[src/rtl/matrix_pkg.sv]
// Shared constants, state encoding and packing helpers for the matrix loader.
// Build macro IDENTITY_PAD_EN: pad unused diagonal slots with +1 instead of 0.
package matrix_pkg;

    localparam int ELEM_W = 8;
    localparam int N_MAX  = 5;
    localparam int MAT_W  = ELEM_W * N_MAX * N_MAX;
    localparam int SIZE_W = 3;

`ifdef IDENTITY_PAD_EN
    localparam logic [ELEM_W-1:0] PAD_DIAG = ELEM_W'(1);
`else
    localparam logic [ELEM_W-1:0] PAD_DIAG = '0;
`endif

    typedef enum logic [1:0] {
        ST_IDLE,
        ST_LOAD,
        ST_HOLD
    } state_t;

    // Element (0,0) occupies the most significant byte of the packed word.
    function automatic logic [7:0] elem_lsb(input logic [SIZE_W-1:0] r, input logic [SIZE_W-1:0] c);
        return 8'(MAT_W - ELEM_W * (N_MAX * int'(r) + int'(c) + 1));
    endfunction

    function automatic logic is_legal_size(input logic [SIZE_W-1:0] s);
        return (s >= 3'd2) && (s <= 3'd5);
    endfunction

    function automatic logic [MAT_W-1:0] pad_pattern(input logic [SIZE_W-1:0] s);
        logic [MAT_W-1:0] p;
        p = '0;
        for (int k = 0; k < N_MAX; k++) begin
            if (k >= int'(s)) begin
                p[elem_lsb(3'(k), 3'(k)) +: ELEM_W] = PAD_DIAG;
            end
        end
        return p;
    endfunction

endpackage

[src/rtl/matrix_loader_if.sv]
// Handshake bundle between the element source / matrix consumer and matrix_loader.
interface matrix_loader_if;
    import matrix_pkg::*;

    logic                start;
    logic [SIZE_W-1:0]   size;
    logic                size_err;
    logic                in_valid;
    logic                in_ready;
    logic [ELEM_W-1:0]   in_data;
    logic                busy;
    logic                out_valid;
    logic                out_ready;
    logic [MAT_W-1:0]    matrix_out;
    logic [SIZE_W-1:0]   size_out;

    modport slave (
        input  start, size, in_valid, in_data, out_ready,
        output size_err, in_ready, busy, out_valid, matrix_out, size_out
    );

    modport master (
        output start, size, in_valid, in_data, out_ready,
        input  size_err, in_ready, busy, out_valid, matrix_out, size_out
    );

endinterface

[src/rtl/matrix_pos_counter.sv]
// Row-major (row, col) write pointer wrapping at the latched matrix order.
module matrix_pos_counter
    import matrix_pkg::*;
(
    input  logic              clk,
    input  logic              rst_n,
    input  logic              clear_i,
    input  logic              advance_i,
    input  logic [SIZE_W-1:0] size_i,
    output logic [SIZE_W-1:0] row_o,
    output logic [SIZE_W-1:0] col_o,
    output logic              last_o
);

    logic [SIZE_W-1:0] row_q, row_d;
    logic [SIZE_W-1:0] col_q, col_d;

    assign row_o  = row_q;
    assign col_o  = col_q;
    assign last_o = (row_q == size_i - 3'd1) && (col_q == size_i - 3'd1);

    always_comb begin
        row_d = row_q;
        col_d = col_q;
        if (clear_i) begin
            row_d = '0;
            col_d = '0;
        end else if (advance_i) begin
            if (col_q == size_i - 3'd1) begin
                col_d = '0;
                row_d = last_o ? '0 : row_q + 3'd1;
            end else begin
                col_d = col_q + 3'd1;
            end
        end
    end

    always_ff @(posedge clk or negedge rst_n) begin
        if (!rst_n) begin
            row_q <= '0;
            col_q <= '0;
        end else begin
            row_q <= row_d;
            col_q <= col_d;
        end
    end

endmodule

[src/rtl/matrix_loader.sv]
// Serial-to-parallel loader packing a 2x2..5x5 matrix into the 200-bit 5x5 word.
// Padding of unused positions depends on the IDENTITY_PAD_EN macro (see matrix_pkg).
module matrix_loader
    import matrix_pkg::*;
(
    input  logic            clk,
    input  logic            rst_n,
    matrix_loader_if.slave  bus
);

    state_t             state_q, state_d;
    logic [MAT_W-1:0]   matrix_q, matrix_d;
    logic [SIZE_W-1:0]  size_q, size_d;
    logic               size_err_q, size_err_d;

    logic               cnt_clear;
    logic               cnt_advance;
    logic [SIZE_W-1:0]  row;
    logic [SIZE_W-1:0]  col;
    logic               last;

    matrix_pos_counter u_pos (
        .clk       (clk),
        .rst_n     (rst_n),
        .clear_i   (cnt_clear),
        .advance_i (cnt_advance),
        .size_i    (size_q),
        .row_o     (row),
        .col_o     (col),
        .last_o    (last)
    );

    // A start seen in LOAD aborts the current load exactly as if issued from IDLE.
    always_comb begin
        state_d     = state_q;
        matrix_d    = matrix_q;
        size_d      = size_q;
        size_err_d  = 1'b0;
        cnt_clear   = 1'b0;
        cnt_advance = 1'b0;
        unique case (state_q)
            ST_IDLE, ST_LOAD: begin
                if (bus.start) begin
                    if (is_legal_size(bus.size)) begin
                        size_d    = bus.size;
                        matrix_d  = pad_pattern(bus.size);
                        cnt_clear = 1'b1;
                        state_d   = ST_LOAD;
                    end else begin
                        size_err_d = 1'b1;
                        state_d    = ST_IDLE;
                    end
                end else if (state_q == ST_LOAD && bus.in_valid) begin
                    matrix_d[elem_lsb(row, col) +: ELEM_W] = bus.in_data;
                    cnt_advance = 1'b1;
                    if (last) begin
                        state_d = ST_HOLD;
                    end
                end
            end
            ST_HOLD: begin
                if (bus.out_ready) begin
                    state_d = ST_IDLE;
                end
            end
            default: state_d = ST_IDLE;
        endcase
    end

    always_ff @(posedge clk or negedge rst_n) begin
        if (!rst_n) begin
            state_q    <= ST_IDLE;
            matrix_q   <= '0;
            size_q     <= '0;
            size_err_q <= 1'b0;
        end else begin
            state_q    <= state_d;
            matrix_q   <= matrix_d;
            size_q     <= size_d;
            size_err_q <= size_err_d;
        end
    end

    assign bus.in_ready   = (state_q == ST_LOAD);
    assign bus.out_valid  = (state_q == ST_HOLD);
    assign bus.busy       = (state_q != ST_IDLE);
    assign bus.size_err   = size_err_q;
    assign bus.matrix_out = matrix_q;
    assign bus.size_out   = size_q;

endmodule
[src/flat_wrapper.sv]
// flat-port wrapper written by rule: the top's interface ports become plain ports
module matrix_loader_flat import matrix_pkg::*;
  (clk, rst_n, bus_start, bus_size, bus_in_valid, bus_in_data, bus_out_ready, bus_size_err, bus_in_ready, bus_busy, bus_out_valid, bus_matrix_out, bus_size_out);
  matrix_loader_if bus_i ();
  input  logic clk;
  input  logic rst_n;
  input wire logic [$bits(bus_i.start)-1:0] bus_start;
  input wire logic [$bits(bus_i.size)-1:0] bus_size;
  input wire logic [$bits(bus_i.in_valid)-1:0] bus_in_valid;
  input wire logic [$bits(bus_i.in_data)-1:0] bus_in_data;
  input wire logic [$bits(bus_i.out_ready)-1:0] bus_out_ready;
  output wire logic [$bits(bus_i.size_err)-1:0] bus_size_err;
  output wire logic [$bits(bus_i.in_ready)-1:0] bus_in_ready;
  output wire logic [$bits(bus_i.busy)-1:0] bus_busy;
  output wire logic [$bits(bus_i.out_valid)-1:0] bus_out_valid;
  output wire logic [$bits(bus_i.matrix_out)-1:0] bus_matrix_out;
  output wire logic [$bits(bus_i.size_out)-1:0] bus_size_out;
  assign bus_i.start = bus_start;
  assign bus_i.size = bus_size;
  assign bus_i.in_valid = bus_in_valid;
  assign bus_i.in_data = bus_in_data;
  assign bus_i.out_ready = bus_out_ready;
  assign bus_size_err = bus_i.size_err;
  assign bus_in_ready = bus_i.in_ready;
  assign bus_busy = bus_i.busy;
  assign bus_out_valid = bus_i.out_valid;
  assign bus_matrix_out = bus_i.matrix_out;
  assign bus_size_out = bus_i.size_out;
  matrix_loader u_core (.clk(clk), .rst_n(rst_n), .bus(bus_i));
endmodule
[config.mk]
export PLATFORM = sky130hd
export DESIGN_NAME = matrix_loader_flat
export DESIGN_NICKNAME = d
export VERILOG_FILES = /design/src/rtl/matrix_pkg.sv /design/src/rtl/matrix_loader_if.sv /design/src/rtl/matrix_pos_counter.sv /design/src/rtl/matrix_loader.sv /design/src/flat_wrapper.sv
export SDC_FILE = /design/constraint.sdc
export NUM_CORES = 1
export LEC_CHECK = 0
export BUFFER_PORTS_ARGS = -buffer_cell sky130_fd_sc_hd__buf_4
export CORE_ASPECT_RATIO = 0.9
export CORE_UTILIZATION = 54
export DETAILED_ROUTE_END_ITERATION = 16
export HOLD_SLACK_MARGIN = 0.03
export PLACE_DENSITY_LB_ADDON = 0.15
export SYNTH_ARGS = -nofsm -noshare
export SYNTH_HDL_FRONTEND = slang
export SYNTH_HIERARCHICAL = 1
export SYNTH_SLANG_ARGS = --single-unit
export TNS_END_PERCENT = 30
[constraint.sdc]
create_clock -name clk -period 5.2 [get_ports clk]
set_clock_uncertainty 0.15 [all_clocks]
set_input_delay 1.56 -clock clk [delete_from_list [all_inputs] [get_ports clk]]
set_output_delay 1.56 -clock clk [all_outputs]
set_load 0.02 [all_outputs]
==> metrics.md <==
| Metric | Value |
|---|---|
| Worst-path cell with the longest stage delay | sky130_fd_sc_hd__a211oi_2 |
| Slew at the pin closest to its max-slew limit | approximately 1.1 ns |
| Cell-by-cell trace of the critical path | fa_1 -> ha_1 -> fa_1 -> or2_2 -> a21oi_1 -> o21ai_2 -> a211oi_2 -> o211ai_1 -> o22ai_1 |
| Buffer cell driving the clock tree root | sky130_fd_sc_hd__clkbuf_16 |
| Largest voltage drop on the vdd net | 0.500 mV |
| Die height | about 130 um |
| Count of endpoints failing setup in the final report | 0 |
| Antenna violations before repair | 0 |
| Relative slew slack | 0.247 |
| Signed area change from the synthesized netlist to the final layout | 26.6% |
| Number of max-slew violations in the final report | 0 |
| Launch point of the worst reg-to-reg path | u_core/u_pos/row_o[0]$_DFFE_PN0P_ |
| Dominant delay contributor by cell family on the critical path | compound AO/OA/AOI/OAI gates |
| Count of nets after finishing | between 1000 and 1500 |
| Placer's final routability congestion estimate | around 0.9 |
| Chip width | approximately 140 um |
| Time the worst path needs with I/O delays and setup | a little under 5 ns |
| Worst Setup End Kind | register |
| Synthesized netlist cell count | between 800 and 900 |
| Pwr per Cell Area | approximately 520 nW/um2 |
| Level count of the clock H-tree | 1 |
| TritonCTS Buffers | 22 |
| Sequential fraction of the synthesis area | 0.543 |
| Number of I/O pins | between 200 and 250 |
| Final Routed Wirelength | a little under 30 mm |
| Final number of hold-violating endpoints | 0 |
| DR WL/cell | roughly 22 um |
| Leak pwr | about 6 nW |
| Most used cell along the critical path | sky130_fd_sc_hd__fa_1 |
| Biggest cell delay along the critical path | roughly 1 ns |
| Clk sinks | between 200 and 250 |
| Fill count | approximately 1300 |
| Total Routing Usage GR | 0.316 |
| R2R cell count | 9 |
| Hold EP | u_core/bus.matrix_out[102]$_DFFE_PN0P_ |
| Setup TNS Final | 0 ns |
| Data required, critical path | 5.47 ns |
| Total setup buffers inserted after CTS | 0 |
| Count of flip-flops with a built-in enable after synthesis | 0 |
| Portion of the clock cycle consumed by the worst path in the final layout | 0.932 |
| Buffers and inverters on the worst path | 0 |
| Pre-Repair DR Iteration Count | 5 |
| Core area | between 15000 and 20000 um2 |
| Antenna violation net count after detailed routing | 0 |
| Total number of vias | about 8400 |
| Netlist cell types | 71 |
| Clock insertion delay at the later pin of the skew report | between 0.5 and 0.6 ns |
| Number of input and output port buffers inserted | between 200 and 250 |
| Register-to-register setup slack | approximately 0.36 ns |
| Synth Net Count | 918 |
| Startpoint of the tightest hold check path | u_core/bus.matrix_out[102]$_DFFE_PN0P_ |
| Combined flip-flop and latch cell area | 5310 um2 |
| Critical register-to-register path endpoint | u_core/bus.matrix_out[132]$_DFFE_PN0P_ |
| Main flop type after synthesis | sky130_fd_sc_hd__dfrtp_1 |
| Worst hold path type | register to register |
| Die Footprint | between 15000 and 20000 um2 |
| Area of combinational cells with multiple inputs | just over 4000 um2 |
| Placement row count | 46 |
| Grt ovf | 0 |
| First-pass GRT wire length | 44.8 mm |
| Crit Path Class | register to register |
| Max-cap violation count | 0 |
| Number of vias per cell | 6.26 |
| Startpoint type of the worst setup path | register |
| Synth async-reset ratio | 1.00 |
| Unrepaired setup endpoints after global routing | no |
| Clock slew at the register clock pins of the worst setup and hold paths | approximately 0.06 ns |
| Worst EP arrival | just over 5 ns |
| Post-Route Utilization | 0.700 |
| Synth Register Bits | between 200 and 250 |
| Hold path cells | 1 |
| Yosys warning total | 6 |
| Cell area after synthesis | 9770 um2 |
| Clock tree from TritonCTS | done |
| Average instance area after synthesis | 11.1 um2 |
| Worst-path maximum fanout | 12 |
| Cts-stage hold buffer count | 0 |
| Crit. path cell count | 9 |
| Outcome | finished clean |
| Count of inserted antenna diode cells | 0 |
| Resize count post-CTS | 0 |
| Highest achievable clock rate | about 210 MHz |
| Layout cells sized above 1 | 0.294 |
| Worst hold-check slack | around 0.34 ns |
| Largest net degree at the start of global routing | 112 |
| Starting density of the core | 0.553 |
| Number of global-route vias before repair | just under 8000 |
| CTS Buffer Depth | 3 |
| Count of unresolved DRC violations after routing | 0 |
| DP Wirelength | just under 20 mm |
| DRC marker count from the first detailed-route iteration | 657 |
final cells by class:
| cell class | count | area share |
|---|---|---|
| Timing Repair Buffer | 234 | 0.144 |
| Inverter | 30 | 0.00910 |
| Clock buffer | 32 | 0.0533 |
| Multi-Input combinational cell | 588 | 0.334 |
| Clock inverter | 6 | 0.00668 |
| Tap cell | 240 | 0.0243 |
| Sequential cell | 212 | 0.429 |
how the worst max path moves through the flow:
stage	start	slack, ns	end
2_1_floorplan	u_core/u_pos/row_o[0]$_DFFE_PN0P_	1.25	u_core/bus.matrix_out[192]$_DFFE_PN0P_
3_3_place_gp	u_core/u_pos/row_o[0]$_DFFE_PN0P_	0.61	u_core/bus.matrix_out[133]$_DFFE_PN0P_
3_5_place_dp	u_core/u_pos/row_o[0]$_DFFE_PN0P_	0.50	u_core/bus.matrix_out[131]$_DFFE_PN0P_
4_1_cts	u_core/u_pos/row_o[0]$_DFFE_PN0P_	0.45	u_core/bus.matrix_out[132]$_DFFE_PN0P_
5_1_grt	u_core/u_pos/row_o[0]$_DFFE_PN0P_	0.13	u_core/bus.matrix_out[129]$_DFFE_PN0P_
6_report	u_core/u_pos/row_o[0]$_DFFE_PN0P_	0.36	u_core/bus.matrix_out[132]$_DFFE_PN0P_
state kept, by name, indices dropped and copies added, names as in the netlist:
register and flops:
u_core/bus.size_err 1, u_core/state_q 2, u_core/u_pos/row_o 3, u_core/bus.matrix_out 200, u_core/u_pos/col_o 3, u_core/bus.size_out 3
stage by stage:
step	setup slack (ns)	instance area, um2	std cells	total power, mW
after global placement	0.613	11600	1304	4.75
final	0.356	12400	1342	6.45
after global routing	0.132	12400	1342	6.72
after detailed placement	0.502	11600	1304	4.79
after CTS	0.447	12400	1342	6.40
after floorplan	1.25	9770	884	3.94
logic make-up (layout without fill, tap and decap cells):
group,Yosys count,in the layout,synth area share
adders and majority gates,18,18,0.0246
AOI/OAI and AO/OA,279,279,0.229
DFF,212,212,0.543
and+or+nand+nor,265,265,0.136
xor gates and xnor gates,16,16,0.0227
buffers and inverters,84,302,0.0347
muxes,10,10,0.0104
power breakdown:
group / internal (mW) / switching [mW]
clock network: 0.975 / 0.638
registers: 1.78 / 0.109
logic: 0.807 / 2.14
routing by layer:
metal	wire, um	GRT usage	vias up
met5	0	0	-
met4	924	0.113	0
met3	2800	0.0824	70
met2	13000	0.467	440
met1	12500	0.451	4203
li1	-	-	3692
cells in the mapped netlist (4+ instances only):
cell type | n | area [um2]
sky130_fd_sc_hd__dfrtp_1 | 212 | 5310
sky130_fd_sc_hd__nand2_1 | 131 | 492
sky130_fd_sc_hd__o22ai_1 | 57 | 357
sky130_fd_sc_hd__o2bb2ai_1 | 50 | 438
sky130_fd_sc_hd__o21ai_0 | 38 | 190
sky130_fd_sc_hd__a32o_1 | 36 | 360
sky130_fd_sc_hd__clkbuf_1 | 36 | 135
sky130_fd_sc_hd__inv_1 | 30 | 113
sky130_fd_sc_hd__nor2_1 | 26 | 97.6
sky130_fd_sc_hd__a22o_1 | 25 | 219
sky130_fd_sc_hd__nand3_1 | 23 | 115
sky130_fd_sc_hd__nor3_1 | 18 | 90.1
sky130_fd_sc_hd__ha_1 | 16 | 200
sky130_fd_sc_hd__buf_2 | 13 | 65.1
sky130_fd_sc_hd__a21oi_1 | 10 | 50.1
sky130_fd_sc_hd__o21ai_1 | 10 | 50.1
sky130_fd_sc_hd__a32oi_1 | 9 | 78.8
sky130_fd_sc_hd__and3_1 | 9 | 56.3
sky130_fd_sc_hd__mux2i_1 | 9 | 90.1
sky130_fd_sc_hd__nand4_1 | 9 | 56.3
sky130_fd_sc_hd__o21ai_2 | 8 | 70.1
sky130_fd_sc_hd__xor2_1 | 8 | 70.1
sky130_fd_sc_hd__and2_1 | 6 | 37.5
sky130_fd_sc_hd__nand2b_1 | 5 | 31.3
sky130_fd_sc_hd__nor3_2 | 5 | 50.1
sky130_fd_sc_hd__or2_2 | 5 | 31.3
sky130_fd_sc_hd__a21oi_2 | 4 | 35.0
sky130_fd_sc_hd__a21oi_4 | 4 | 65.1
sky130_fd_sc_hd__o211a_1 | 4 | 40.0
sky130_fd_sc_hd__o211ai_1 | 4 | 30.0
layout by cell type (no fill, tap or decap), drive strengths merged, types with 29 or more instances in the layout:
master   instances
a32o            36
buf            233
o21ai           57
nor2            29
dfrtp          212
nand2          132
clkbuf          33
o22ai           57
o2bb2ai         50
inv             30
(Power assumes the default switching activity.)
